**src/rtl/lsu_align_unit.sv**
```systemverilog
// lsu_align_unit: RV32I load/store alignment with two-cycle split of misaligned accesses.
// Optional macro MISALIGN_TRAP_EN: misaligned requests trap instead of being split.
module lsu_align_unit #(
    parameter int ADDR_W = 21
) (
    input  logic              clk,
    input  logic              rst,
    input  logic              req_valid,
    input  logic              req_we,
    input  logic [2:0]        req_funct3,
    input  logic [31:0]       req_addr,
    input  logic [31:0]       req_wdata,
    output logic              stall,
    output logic              done,
    output logic [31:0]       ld_data,
    output logic              mem_cs,
    output logic              mem_wr,
    output logic [3:0]        mem_mask,
    output logic [ADDR_W-1:0] mem_addr,
    output logic [31:0]       mem_wdata,
    input  logic [31:0]       mem_rdata
`ifdef MISALIGN_TRAP_EN
    ,
    output logic              misalign_trap
`endif
);
    typedef enum logic {IDLE, SECOND} state_t;

    state_t            state_q, state_d;
    logic [31:0]       lo_q, lo_d, wdata_q, wdata_d;
    logic [ADDR_W-1:0] addr2_q, addr2_d;
    logic [2:0]        f3_q, f3_d;
    logic [1:0]        off_q, off_d;
    logic              we_q, we_d;
    logic [1:0]        off, rem;
    logic [ADDR_W-1:0] word_a;
    logic [4:0]        sh_a, sh_b;
    logic              illegal, mis;

    function automatic logic [31:0] extend(input logic [2:0] f3, input logic [31:0] v);
        case (f3)
            3'b000:  return {{24{v[7]}}, v[7:0]};
            3'b001:  return {{16{v[15]}}, v[15:0]};
            3'b010:  return v;
            3'b100:  return {24'd0, v[7:0]};
            3'b101:  return {16'd0, v[15:0]};
            default: return '0;
        endcase
    endfunction

    function automatic logic [3:0] base_mask(input logic [2:0] f3);
        return f3[1:0] == 2'b00 ? 4'b0001 : f3[1:0] == 2'b01 ? 4'b0011 : 4'b1111;
    endfunction

    // Decode the request, drive the memory port and compute next state / latched halves
    always_comb begin
        off       = req_addr[1:0];
        word_a    = req_addr[ADDR_W+1:2];
        sh_a      = {off, 3'b000};
        rem       = 2'd0 - off_q;
        sh_b      = {rem, 3'b000};
        illegal   = req_funct3[1:0] == 2'b11 || req_funct3 == 3'b110 || (req_we && req_funct3[2]);
        mis       = (req_funct3[1:0] == 2'b01 && off == 2'd3) || (req_funct3[1:0] == 2'b10 && off != 2'd0);
        state_d   = state_q;
        lo_d      = lo_q;
        wdata_d   = wdata_q;
        addr2_d   = addr2_q;
        f3_d      = f3_q;
        off_d     = off_q;
        we_d      = we_q;
        stall     = 1'b0;
        done      = 1'b0;
        ld_data   = '0;
        mem_cs    = 1'b1;
        mem_wr    = 1'b1;
        mem_mask  = '0;
        mem_addr  = '0;
        mem_wdata = '0;
`ifdef MISALIGN_TRAP_EN
        misalign_trap = 1'b0;
`endif
        if (!rst) begin
            if (state_q == SECOND) begin
                mem_cs    = 1'b0;
                mem_wr    = ~we_q;
                mem_addr  = addr2_q;
                mem_wdata = wdata_q >> sh_b;
                mem_mask  = we_q ? base_mask(f3_q) >> {1'b0, rem} : 4'b0000;
                ld_data   = we_q ? 32'd0 : extend(f3_q, (mem_rdata << sh_b) | lo_q);
                done      = 1'b1;
                state_d   = IDLE;
            end else if (req_valid) begin
                if (illegal) begin
                    done = 1'b1;
`ifdef MISALIGN_TRAP_EN
                end else if (mis) begin
                    misalign_trap = 1'b1;
                    done          = 1'b1;
`endif
                end else begin
                    mem_cs    = 1'b0;
                    mem_wr    = ~req_we;
                    mem_addr  = word_a;
                    mem_wdata = req_wdata << sh_a;
                    mem_mask  = req_we ? base_mask(req_funct3) << off : 4'b0000;
                    if (mis) begin
                        stall   = 1'b1;
                        state_d = SECOND;
                        lo_d    = mem_rdata >> sh_a;
                        addr2_d = word_a + ADDR_W'(1);
                        f3_d    = req_funct3;
                        off_d   = off;
                        we_d    = req_we;
                        wdata_d = req_wdata;
                    end else begin
                        done    = 1'b1;
                        ld_data = req_we ? 32'd0 : extend(req_funct3, mem_rdata >> sh_a);
                    end
                end
            end
        end
    end

    // State and first-half capture registers
    always_ff @(posedge clk) begin
        if (rst) begin
            state_q <= IDLE;
            lo_q    <= '0;
            wdata_q <= '0;
            addr2_q <= '0;
            f3_q    <= '0;
            off_q   <= '0;
            we_q    <= 1'b0;
        end else begin
            state_q <= state_d;
            lo_q    <= lo_d;
            wdata_q <= wdata_d;
            addr2_q <= addr2_d;
            f3_q    <= f3_d;
            off_q   <= off_d;
            we_q    <= we_d;
        end
    end
endmodule

```
**config.mk**
```make
export PLATFORM = sky130hd
export DESIGN_NAME = lsu_align_unit
export DESIGN_NICKNAME = d
export VERILOG_FILES = /design/src/rtl/lsu_align_unit.sv
export SDC_FILE = /design/constraint.sdc
export NUM_CORES = 1
export LEC_CHECK = 0
export ABC_AREA = 1
export BUFFER_PORTS_ARGS = -buffer_cell sky130_fd_sc_hd__buf_2
export CORE_MARGIN = 2
export CORE_UTILIZATION = 49
export DETAILED_ROUTE_END_ITERATION = 6
export PLACE_DENSITY = 0.76
export SYNTH_ARGS = -nofsm -noshare
export SYNTH_HDL_FRONTEND = slang
export SYNTH_SLANG_ARGS = --single-unit
```
**constraint.sdc**
```tcl
create_clock -name clk -period 1.7 [get_ports clk]
set_input_delay 0.34 -clock clk [delete_from_list [all_inputs] [get_ports clk]]
set_output_delay 0.34 -clock clk [all_outputs]
set_load 0.05 [all_outputs]
```
==> results of run 1 <==
==> repair_timing <==
item                       CTS
gates resized for setup    409
pin swaps                   58
setup endpoints to repair  101
hold endpoints to repair     0
cloned                      10
setup buffers               26
==> cell families after synthesis <==
logic type	after synthesis
AND/OR/NAND/NOR	700
adder cells (fa/ha/maj)	1
AO/OA/AOI/OAI	347
flip-flops	92
XOR/XNOR	9
buffers and inverters	200
==> per-stage QoR <==
step	cells	hold slack, ns	util	setup WS [ns]	area [um2]
2_1_floorplan	1349	0.416	-	-0.303	8880
3_3_place_gp	1841	0.425	0.749	-0.605	11300
3_5_place_dp	1841	0.431	0.749	-0.641	11300
4_1_cts	1891	0.217	0.880	-0.576	13300
==> metal layers <==
layer,track usage,overflow
met4,0.814,25
met2,0.961,37
met1,0.793,2
met5,0.229,0
met3,0.703,0
==> flow_summary.toml, run 1 <==
[floorplan]
die_h_um = 128
die_x_um = 128
start_util = 0.500
num_io_pins = 196
rows = 45

[logic_synthesis]
synth_most_common_cell = "nand2_1"
ys_warn_count = 0
ys_top_cells_by_area = "dfxtp_1 (24%), nand2_1 (17%), o21ai_0 (12%)"
synth-edff-count = 0
async_flop_share = 0
synth_commonest_cells = "nand2_1 (340), nor2_1 (220), o21ai_0 (185)"
synthXorXnorAreaFrac = 0.0104
ys_ff_latch = 92
post-synth-top-area-cell = "dfxtp_1"
synth.area.mux_share = 0
avgSynthCellArea_um2 = 5.61
yosysTopAreaCellShare = 0.243
synthAdderAreaFrac = 0.00165
syn_area_um2 = 7570
yosys.cell_types.count = 40
synth-compound-area-share = 0.247
syn-instance-count = 1349
synth_simple_gate_area_frac = 0.380
ys_seq_area_frac = 0.243
synth_top_family_by_area = "simple AND/OR/NAND/NOR gates"
synth_ff_type = "dfxtp_1"
synth_fp_nets = 1453

[placement]
portBuffers = 186
gp_congestion = 1.05
dp_hpwl_um = 24600

[outcome]
status = "did not finish"
lastStage = "5_1_grt"
tool.error = "[ERROR GRT-0232] Routing congestion too high. Check the congestion heatmap in the GUI."

[clocking]
cts_hold_buf = 0
root_buffer = "clkbuf_16"
clock_sinks = 92
clock_path_buffers = 2
cts_buffers = 9
cts_htree_levels = 3

[grt]
grt_use_total = 0.808
grt_max_degree = 48
grt-ovfl-total = 64

[sta]
worstEndpointType = "top-level output"
worst_endpoint = "mem_wdata[16]"
==> run 2, diff against run 1 <==
CORE_UTILIZATION = 40   (was 49)
PLACE_DENSITY = unset   (was 0.76)
PLACE_DENSITY_LB_ADDON = 0.15   (was unset)
clock period = 2.2 ns   (was 1.7 ns; I/O delays follow)
==> run 2 against run 1 <==
  * The flow now finishes, with violations (setup timing)
  * Area after synthesis stayed put
  * Synthesized cell count stayed put
==> flow_summary.toml, run 2 <==
[setup_path]
cp_slowest_cell = "dfxtp_4"
critPathMaxFanout = 4
worstPathRequired_ns = 1.76
path_class = "flip-flop to output port"
rr_worst_depth = 9
timing.rr.start = "state_q"
worstPathArrival_ns = 1.99
r2r_slack_ns = 0.46
end_kind = "output port"
cpMostUsedCell = "nand2_4"
r2r_end = "addr2_q[12]"
critical_path.max_stage_delay_ns = 0.40
cp_cell_sequence = "clkinvlp_4, nand2_8, nand2_4, nand2_4, nand2_4, a21oi_4, buf_4, nand2_1, nand2_1, a21oi_4, buf_6"
cp-start-kind = "flip-flop"

[hold_path]
holdPathStages = 3
hp-class = "primary input to flip-flop"
holdPathEnd = "wdata_q[12]"
min-delay-start = "req_wdata[12]"

[logic_synthesis]
yosys.cell_types.count = 40
synth_most_common_cell = "nand2_1"
ys_ff_latch = 92
ys_top_cells_by_area = "dfxtp_1 (24%), nand2_1 (17%), o21ai_0 (12%)"
async_flop_share = 0
synth_commonest_cells = "nand2_1 (340), nor2_1 (220), o21ai_0 (185)"
synth_fp_nets = 1453
synthXorXnorAreaFrac = 0.0104
synthAdderAreaFrac = 0.00165
synth_ff_type = "dfxtp_1"
synth_top_family_by_area = "simple AND/OR/NAND/NOR gates"
post-synth-top-area-cell = "dfxtp_1"
ys_warn_count = 0
syn-instance-count = 1349
synth-compound-area-share = 0.247
synth.area.mux_share = 0
synth-edff-count = 0
avgSynthCellArea_um2 = 5.61
yosysTopAreaCellShare = 0.243
synth_simple_gate_area_frac = 0.380
syn_area_um2 = 7570
ys_seq_area_frac = 0.243

[clocking]
cts_htree_levels = 3
cts_hold_buf = 0
clock_path_buffers = 2
clkLatencyLatePin_ns = 0.36
cts.clk_slew.worst_paths_ns = 0.07
root_buffer = "clkbuf_16"
cts_buffers = 9
clock_sinks = 92
cts_tree = "built"

[cells_and_area]
multi_input_area_um2 = 6140
fin_nets = 1706
syn2layout_area_growth_pct = 60.6
n_fill_cell = 1729
final_common_cell = "nand2_1"
layout_common_cells = "nand2_1 (298), nor2_1 (210), o21ai_0 (131)"
drive_gt1_frac = 0.355
stdcell_area_um2 = 12200
register_area_um2 = 1860
final_util = 0.652
diodes = 0
reg_top3 = "lo_q (32), wdata_q (32), addr2_q (21)"

[route]
dr.pass1.iters = 6
viasPerCell = 5.57
drt_iter0_drc = 1004
wl_per_cell_um = 18.1
drc = 0
postRouteAntennaNets = 0
vias = 10300
drt_wl_total_um = 33200

[power_and_ir_drop]
sw_frac_of_total = 0.374
irDropWorstVdd_mv = 0.452
p_leak_uw = 0.00536
p_int_uw = 3250
pwr-share-clk = 0.300
power_frac_comb = 0.361
power_density_nw_per_um2 = 427
pwr-share-seq = 0.339
netSwitchingPower_uw = 1940

[sta]
timing.fmax_mhz = 412
holdWs_ns = 0.330
drv_slew = 0
setup_viol = 58
worst_slack_ns = -0.227
worst_pin_slew_ns = 0.496
fin_tns_setup_ns = -7.64
finalCritPeriodShare = 1.10
fin_skew_ns = 0.00427
rsz0062_at_grt = "true"
post-route-min-period_ns = 2.43
slew_headroom = 0.666
final-hold-violation-count = 0

[placement]
post-place-ws_ns = -0.359
dp_hpwl_um = 22600
portBuffers = 186
gp_congestion = 0.969
placed_area_um2 = 10400

[grt]
antenna_found_initial = 0
grt-ovfl-total = 0
grt_max_degree = 57
grt_pass1_vias = 9289
grt_pass1_wl_um = 51100
grt_use_total = 0.321

[floorplan]
die_h_um = 142
die_area_um2 = 20000
num_io_pins = 196
rows = 50
start_util = 0.406
core_area_um2 = 18600
die_x_um = 142

[outcome]
violations = "setup timing"
status = "complete, but fails checks"

[run]
max_cap_viol_count = 0
[run 2: worst max-delay path by stage]
stage | slack (ns) | cells after the start | end | start
after floorplan | -0.32 | 6 | mem_addr[17] | req_funct3[1]
after global placement | -0.34 | 10 | ld_data[10] | req_addr[0]
after detailed placement | -0.36 | 10 | ld_data[10] | req_addr[0]
after CTS | -0.19 | 12 | ld_data[20] | off_q[0]
after global routing | -0.28 | 11 | ld_data[27] | off_q[1]
final | -0.23 | 11 | ld_data[24] | off_q[1]
[run 2: cell families after synthesis]
kind of cell | count (synthesis)
AND/OR/NAND/NOR | 700
AO/OA/AOI/OAI | 347
buffers and inverters | 200
flip-flops | 92
XOR/XNOR | 9
adder cells (fa/ha/maj) | 1
[run 2: area by class of cell]
| class | count | share of cell area |
|---|---|---|
| Sequential cell | 92 | 0.153 |
| Clock buffer | 11 | 0.0200 |
| Inverter | 100 | 0.0328 |
| Multi-Input combinational cell | 1057 | 0.505 |
| Tap cell | 234 | 0.0241 |
| Timing Repair Buffer | 342 | 0.261 |
| Clock inverter | 5 | 0.00371 |
[run 2: metrics by stage]
step	power (uW)	std cells
6_report	5190	1841
5_1_grt	5410	1841
4_1_cts	5070	1829
3_5_place_dp	3350	1802
3_3_place_gp	3340	1802
2_1_floorplan	2720	1349
[run 2: metal layers]
layer  wire, um  vias to the layer above  GRT usage
met5          0                        -          0
met4        731                        0     0.0789
met3       3430                       60     0.0837
met2      14800                      534      0.481
met1      14300                     4729      0.460
li1           -                     4933          -
[run 2: power groups by stage]
| stage | sequential, uW | clock [uW] | combinational (uW) |
|---|---|---|---|
| final | 1760 | 1560 | 1870 |
| after global routing | 1760 | 1650 | 1990 |
| after CTS | 1750 | 1590 | 1720 |
| after detailed placement | 1790 | 0 | 1560 |
| after global placement | 1790 | 0 | 1550 |
| after floorplan | 1780 | 0 | 937 |
[run 2: repair_timing]
item	CTS	global route
endpoints found under the setup margin	92	89
cloned	5	2
gates resized for setup	256	171
pin swaps	24	28
buffers inserted	6	14
[run 2: worst max-delay path, delay by kind of cell (launching register included)]
kind,cells,cell delay [ns]
AOI/OAI and AO/OA,2,0.24
buffers and inverters,3,0.50
DFF,1,0.40
and+or+nand+nor,6,0.48
No activity file was read; power rests on OpenSTA's default activity.
==> run 3, diff against run 2 <==
ABC_AREA = unset   (was 1)
==> run 3 against run 2 <==
  * The flow still finishes with violations (setup timing)
  * Non-clock buffer count rose by 49
  * Total power rose by 12%
  * Cell area rose by 12%
  * Largest power group unchanged
  * Highest routed layer unchanged
==> flow_summary.toml, run 3 <==
[outcome]
status = "complete, but fails checks"
violations = "setup timing"

[placement]
gp_congestion = 0.926
dp_cells = 1457
dp_hpwl_um = 20300
portBuffers = 186

[setup_path]
r2r_slack_ns = 0.27
worstPathRequired_ns = 1.76
timing.rr.start = "state_q"
cp_cell_sequence = "or3b_4, and3_4, a2111o_1, buf_6, o221ai_4, buf_6"
cp-start-kind = "flip-flop"
path_class = "flip-flop to output port"
cp_slowest_cell = "a2111o_1"
r2r_end = "wdata_q[2]"
critical_path.max_stage_delay_ns = 0.43
rr_worst_depth = 8
critPathMaxFanout = 6
worstPathArrival_ns = 2.18
cpMostUsedCell = "buf_6"
end_kind = "output port"

[logic_synthesis]
yosys.cell_types.count = 72
ys_warn_count = 0
synth_most_common_cell = "a21oi_1"
async_flop_share = 0
synth_fp_nets = 1096
ys_seq_area_frac = 0.242
yosysTopAreaCellShare = 0.242
syn_area_um2 = 7620
post-synth-top-area-cell = "dfxtp_1"
ys_ff_latch = 92
synth_ff_type = "dfxtp_1"
synth_commonest_cells = "a21oi_1 (100), dfxtp_1 (92), nor2_1 (84)"
synth-edff-count = 0
ys_top_cells_by_area = "dfxtp_1 (24%), mux2i_1 (6.8%), a21oi_1 (6.6%)"
syn-instance-count = 992
avgSynthCellArea_um2 = 7.68

[sta]
final-hold-violation-count = 0
setup_viol = 69
post-route-min-period_ns = 2.62
rsz0062_at_grt = "true"
worst_pin_slew_ns = 0.741
slew_headroom = 0.506
worst_slack_ns = -0.424
holdWs_ns = 0.338
timing.fmax_mhz = 381
drv_slew = 0
finalCritPeriodShare = 1.19
fin_skew_ns = 0.00649

[clocking]
cts_hold_buf = 0
clkLatencyLatePin_ns = 0.35
cts_buffers = 9
root_buffer = "clkbuf_16"
clock_path_buffers = 2
cts.clk_slew.worst_paths_ns = 0.07
clock_sinks = 92
cts_htree_levels = 3
cts_tree = "built"

[route]
drc = 0
drt_wl_total_um = 33900
vias = 9817
wl_per_cell_um = 22.2
postRouteAntennaNets = 0
drt_iter0_drc = 915
dr.pass1.iters = 6
viasPerCell = 6.44

[grt]
antenna_found_initial = 1
grt_pass1_vias = 9124
grt_pass1_wl_um = 50300
grt_use_total = 0.311
grt_max_degree = 79
grt-ovfl-total = 0

[floorplan]
die_h_um = 142
rows = 50
die_area_um2 = 20200
start_util = 0.407
die_x_um = 142
num_io_pins = 196
core_area_um2 = 18700

[cells_and_area]
fin_nets = 1389
final_common_cell = "buf_4"
reg_top3 = "lo_q (32), wdata_q (32), addr2_q (21)"
layout_common_cells = "buf_4 (123), buf_6 (95), buf_2 (92)"
n_fill_cell = 1304
stdcell_count = 1525
syn2layout_area_growth_pct = 78.3
drive_gt1_frac = 0.543

[power_and_ir_drop]
p_leak_uw = 0.00483
irDropWorstVdd_mv = 0.362
power_density_nw_per_um2 = 428

[run]
max_cap_viol_count = 0

[hold_path]
holdPathStages = 3
min-delay-start = "req_wdata[26]"
holdPathEnd = "wdata_q[26]"
hp-class = "primary input to flip-flop"
run 3: changes by cell type after synthesis, sizes merged, moves of 46 or more:
cell	previous run	this run
a22oi	8	54
inv	99	12
mux2i	0	52
nand2	345	42
nor2	227	86
o21ai	189	73
run 3: area by class of cell:
cell class / count / area, um2 / area share
flip-flops and latches: 92 / 1850 / 0.136
clock buffers: 10 / 229 / 0.0169
well taps: 234 / 293 / 0.0216
repair buffers: 391 / 3860 / 0.284
diodes: 1 / 2.50 / 0.000184
inverters: 13 / 55.1 / 0.00405
clock inverters: 6 / 113 / 0.00829
multi-input cells: 778 / 7180 / 0.528
run 3: cells by family after synthesis:
family	count (synthesis)	share of synthesized area
multiplexers	94	0.153
adder cells (fa/ha/maj)	1	0.00164
flip-flops	92	0.242
buffers and inverters	122	0.0680
AND/OR/NAND/NOR	287	0.190
AO/OA/AOI/OAI	382	0.329
XOR/XNOR	14	0.0161
run 3: worst max-delay path by stage:
stage	endpoint	slack [ns]	from	cells past startpoint
floorplan	ld_data[27]	-0.25	req_funct3[0]	6
global placement	ld_data[27]	-0.51	mem_rdata[15]	7
detailed placement	ld_data[26]	-0.54	req_funct3[2]	7
CTS	ld_data[29]	-0.42	req_addr[1]	7
global route	ld_data[27]	-0.46	off_q[1]	6
finish	ld_data[25]	-0.42	off_q[1]	6
run 3: critical path: cells and delay by family (launching register included):
family | cells | cell delay (ns)
AO/OA/AOI/OAI | 2 | 0.49
AND/OR/NAND/NOR | 2 | 0.57
flip-flops | 1 | 0.39
buffers and inverters | 2 | 0.36
run 3: timing repair:
item,in CTS,in global routing
cloned,5,6
resized for setup,315,132
buffers inserted,31,18
endpoints found under the setup margin,90,96
pin swaps,56,48
run 3: metrics by stage:
stage               power [uW]  cell area (um2)  TNS (ns)  setup slack (ns)   util
floorplan                 2880             8720     -5.43            -0.247      -
global placement          3500            10700    -27.72            -0.514  0.574
detailed placement        3510            10700    -30.96            -0.540  0.574
CTS                       5600            12700    -15.76            -0.422  0.679
global route              6020            13600    -20.09            -0.455  0.726
finish                    5820            13600    -16.75            -0.424  0.726
run 3: layer usage:
| layer | vias to the layer above | GRT usage | share of wire |
|---|---|---|---|
| li1 | 4390 | - | - |
| met1 | 4783 | 0.416 | 0.41 |
| met2 | 523 | 0.505 | 0.49 |
| met3 | 121 | 0.0417 | 0.069 |
| met4 | 0 | 0.131 | 0.037 |
| met5 | - | 0 | 0 |
run 3: report_power, final:
part	leakage (uW)	internal, uW	switching, uW
clock network	0.000167	1120	737
registers	0.000748	1720	48.8
logic	0.00392	945	1250
total	0.00483	3780	2040
==> run 4, diff against run 3 <==
--- a/constraint.sdc
+++ b/constraint.sdc
@@ -3,2 +3,2 @@
 set_output_delay 0.44 -clock clk [all_outputs]
-set_load 0.05 [all_outputs]
+set_load 0.1 [all_outputs]
==> run 4 against run 3 <==
  * The run still ends with setup timing left
  * Worst setup slack lost 0.027 ns
  * Final cell count grew 0.20%
  * First-iteration DRC count grew 15%
  * Register-to-register slack lost 0.23 ns
  * Global-route usage grew 1.5 points
==> flow_summary.toml, run 4 (synthesized netlist as in run 3, its figures left out) <==
[cells_and_area]
reg_top3 = "lo_q (32), wdata_q (32), addr2_q (21)"
syn2layout_area_growth_pct = 87.0
stdcell_area_um2 = 14300
register_area_um2 = 1850
diodes = 0
multi_input_area_um2 = 7110
stdcell_count = 1528
final_util = 0.762
fin_nets = 1393
n_fill_cell = 1212
drive_gt1_frac = 0.558
layout_common_cells = "buf_4 (137), buf_12 (113), a21oi_1 (90)"
final_common_cell = "buf_4"

[clocking]
cts_hold_buf = 0
cts_buffers = 9
cts.clk_slew.worst_paths_ns = 0.06
cts_htree_levels = 3
clock_path_buffers = 2
clock_sinks = 92
clkLatencyLatePin_ns = 0.35
root_buffer = "clkbuf_16"
cts_tree = "built"

[grt]
grt_max_degree = 61
grt-ovfl-total = 0
grt_use_total = 0.326
antenna_found_initial = 0
grt_pass1_wl_um = 52400
grt_pass1_vias = 9598

[floorplan]
die_area_um2 = 20200
start_util = 0.407
die_x_um = 142
rows = 50
num_io_pins = 196
core_area_um2 = 18700
die_h_um = 142

[setup_path]
critPathMaxFanout = 12
end_kind = "output port"
worstPathRequired_ns = 1.76
path_class = "primary input to output port"
cp-start-kind = "primary input"
rr_worst_depth = 7
worstPathArrival_ns = 2.21

[sta]
fin_tns_setup_ns = -24.65
finalCritPeriodShare = 1.20
worst_slack_ns = -0.451
fin_skew_ns = 0.00940
final-hold-violation-count = 0
timing.fmax_mhz = 377
rsz0062_at_grt = "true"
worst_pin_slew_ns = 0.621
slew_headroom = 0.586
post-route-min-period_ns = 2.65
drv_slew = 0
setup_viol = 92

[route]
postRouteAntennaNets = 0
vias = 9826
viasPerCell = 6.43
wl_per_cell_um = 22.3
drc = 0
drt_wl_total_um = 34100
dr.pass1.iters = 5
drt_iter0_drc = 1050

[placement]
placed_area_um2 = 12000
dp_hpwl_um = 21100
portBuffers = 186
gp_congestion = 0.922
dp_cells = 1448

[power_and_ir_drop]
p_int_uw = 3710
pwr-share-clk = 0.291
irDropWorstVdd_mv = 0.395
power_frac_comb = 0.411
power_density_nw_per_um2 = 414
pwr-share-seq = 0.298
p_leak_uw = 0.00500
netSwitchingPower_uw = 2200
sw_frac_of_total = 0.372
p_total_uw = 5900

[hold_path]
hp-class = "primary input to flip-flop"
holdPathStages = 2

[outcome]
violations = "setup timing"
status = "complete, but fails checks"

[run]
max_cap_viol_count = 0
[run 4: changes by cell type in the layout (fill, tap and decap cells not counted), moves of 9 or more]
cell / before / now
clkbuf_4: 15 / 0
buf_4: 123 / 137
o21ai_2: 2 / 11
buf_8: 22 / 12
buf_6: 95 / 31
o21ai_1: 12 / 3
buf_12: 32 / 113
[run 4: area by class of cell]
type / instances / area share
timing repair buffer: 394 / 0.324
inverter: 13 / 0.00377
multi-input combinational: 779 / 0.499
clock inverter: 6 / 0.00623
sequential: 92 / 0.130
tap: 234 / 0.0205
clock buffer: 10 / 0.0161
[run 4: power by group through the flow]
| stage | Sequential [uW] | Combinational, uW | Clock (uW) |
|---|---|---|---|
| after floorplan | 1790 | 1330 | 0 |
| after global placement | 1800 | 2020 | 0 |
| after detailed placement | 1800 | 2040 | 0 |
| after CTS | 1760 | 2300 | 1730 |
| after global routing | 1770 | 2520 | 1800 |
| final | 1760 | 2420 | 1720 |
[run 4: stage by stage]
step	hold WS [ns]	setup slack [ns]
after floorplan	0.431	-0.447
after global placement	0.442	-0.641
after detailed placement	0.444	-0.658
after CTS	0.345	-0.439
after global routing	0.356	-0.509
final	0.365	-0.451
[run 4: timing repair]
| item | CTS | global route |
|---|---|---|
| gates resized for setup | 200 | 81 |
| hold endpoints to repair | 0 | 0 |
| pin swaps | 57 | 46 |
| setup endpoints to repair | 92 | 94 |
| gates cloned | 12 | 1 |
| setup buffers | 57 | 20 |
[run 4: layer usage]
metal  share of wire  global-route usage  vias to the layer above  wire length, um
met5               0                   0                        -                0
met3           0.079              0.0548                       99             2690
met1            0.39               0.412                     4788            13300
met4           0.032               0.114                        0             1100
met2            0.50               0.563                      552            17100
li1                -                   -                     4387                -
[run 4: path summary, 6_finish.rpt]
check                    from     endpoint  slack [ns]
setup / recovery       req_we  ld_data[24]       -0.45
hold / removal    req_addr[2]   addr2_q[0]        0.36
setup reg to reg      state_q      f3_q[0]        0.04
hold reg to reg      lo_q[25]     lo_q[25]        0.46
[run 4: worst max-delay path, stage by stage]
cell	delay [ns]
buf_2	0.12
a21oi_4	0.16
o211ai_1	0.15
buf_4	0.16
or4_4	0.55
buf_12	0.20
o221ai_4	0.21
buf_12	0.20
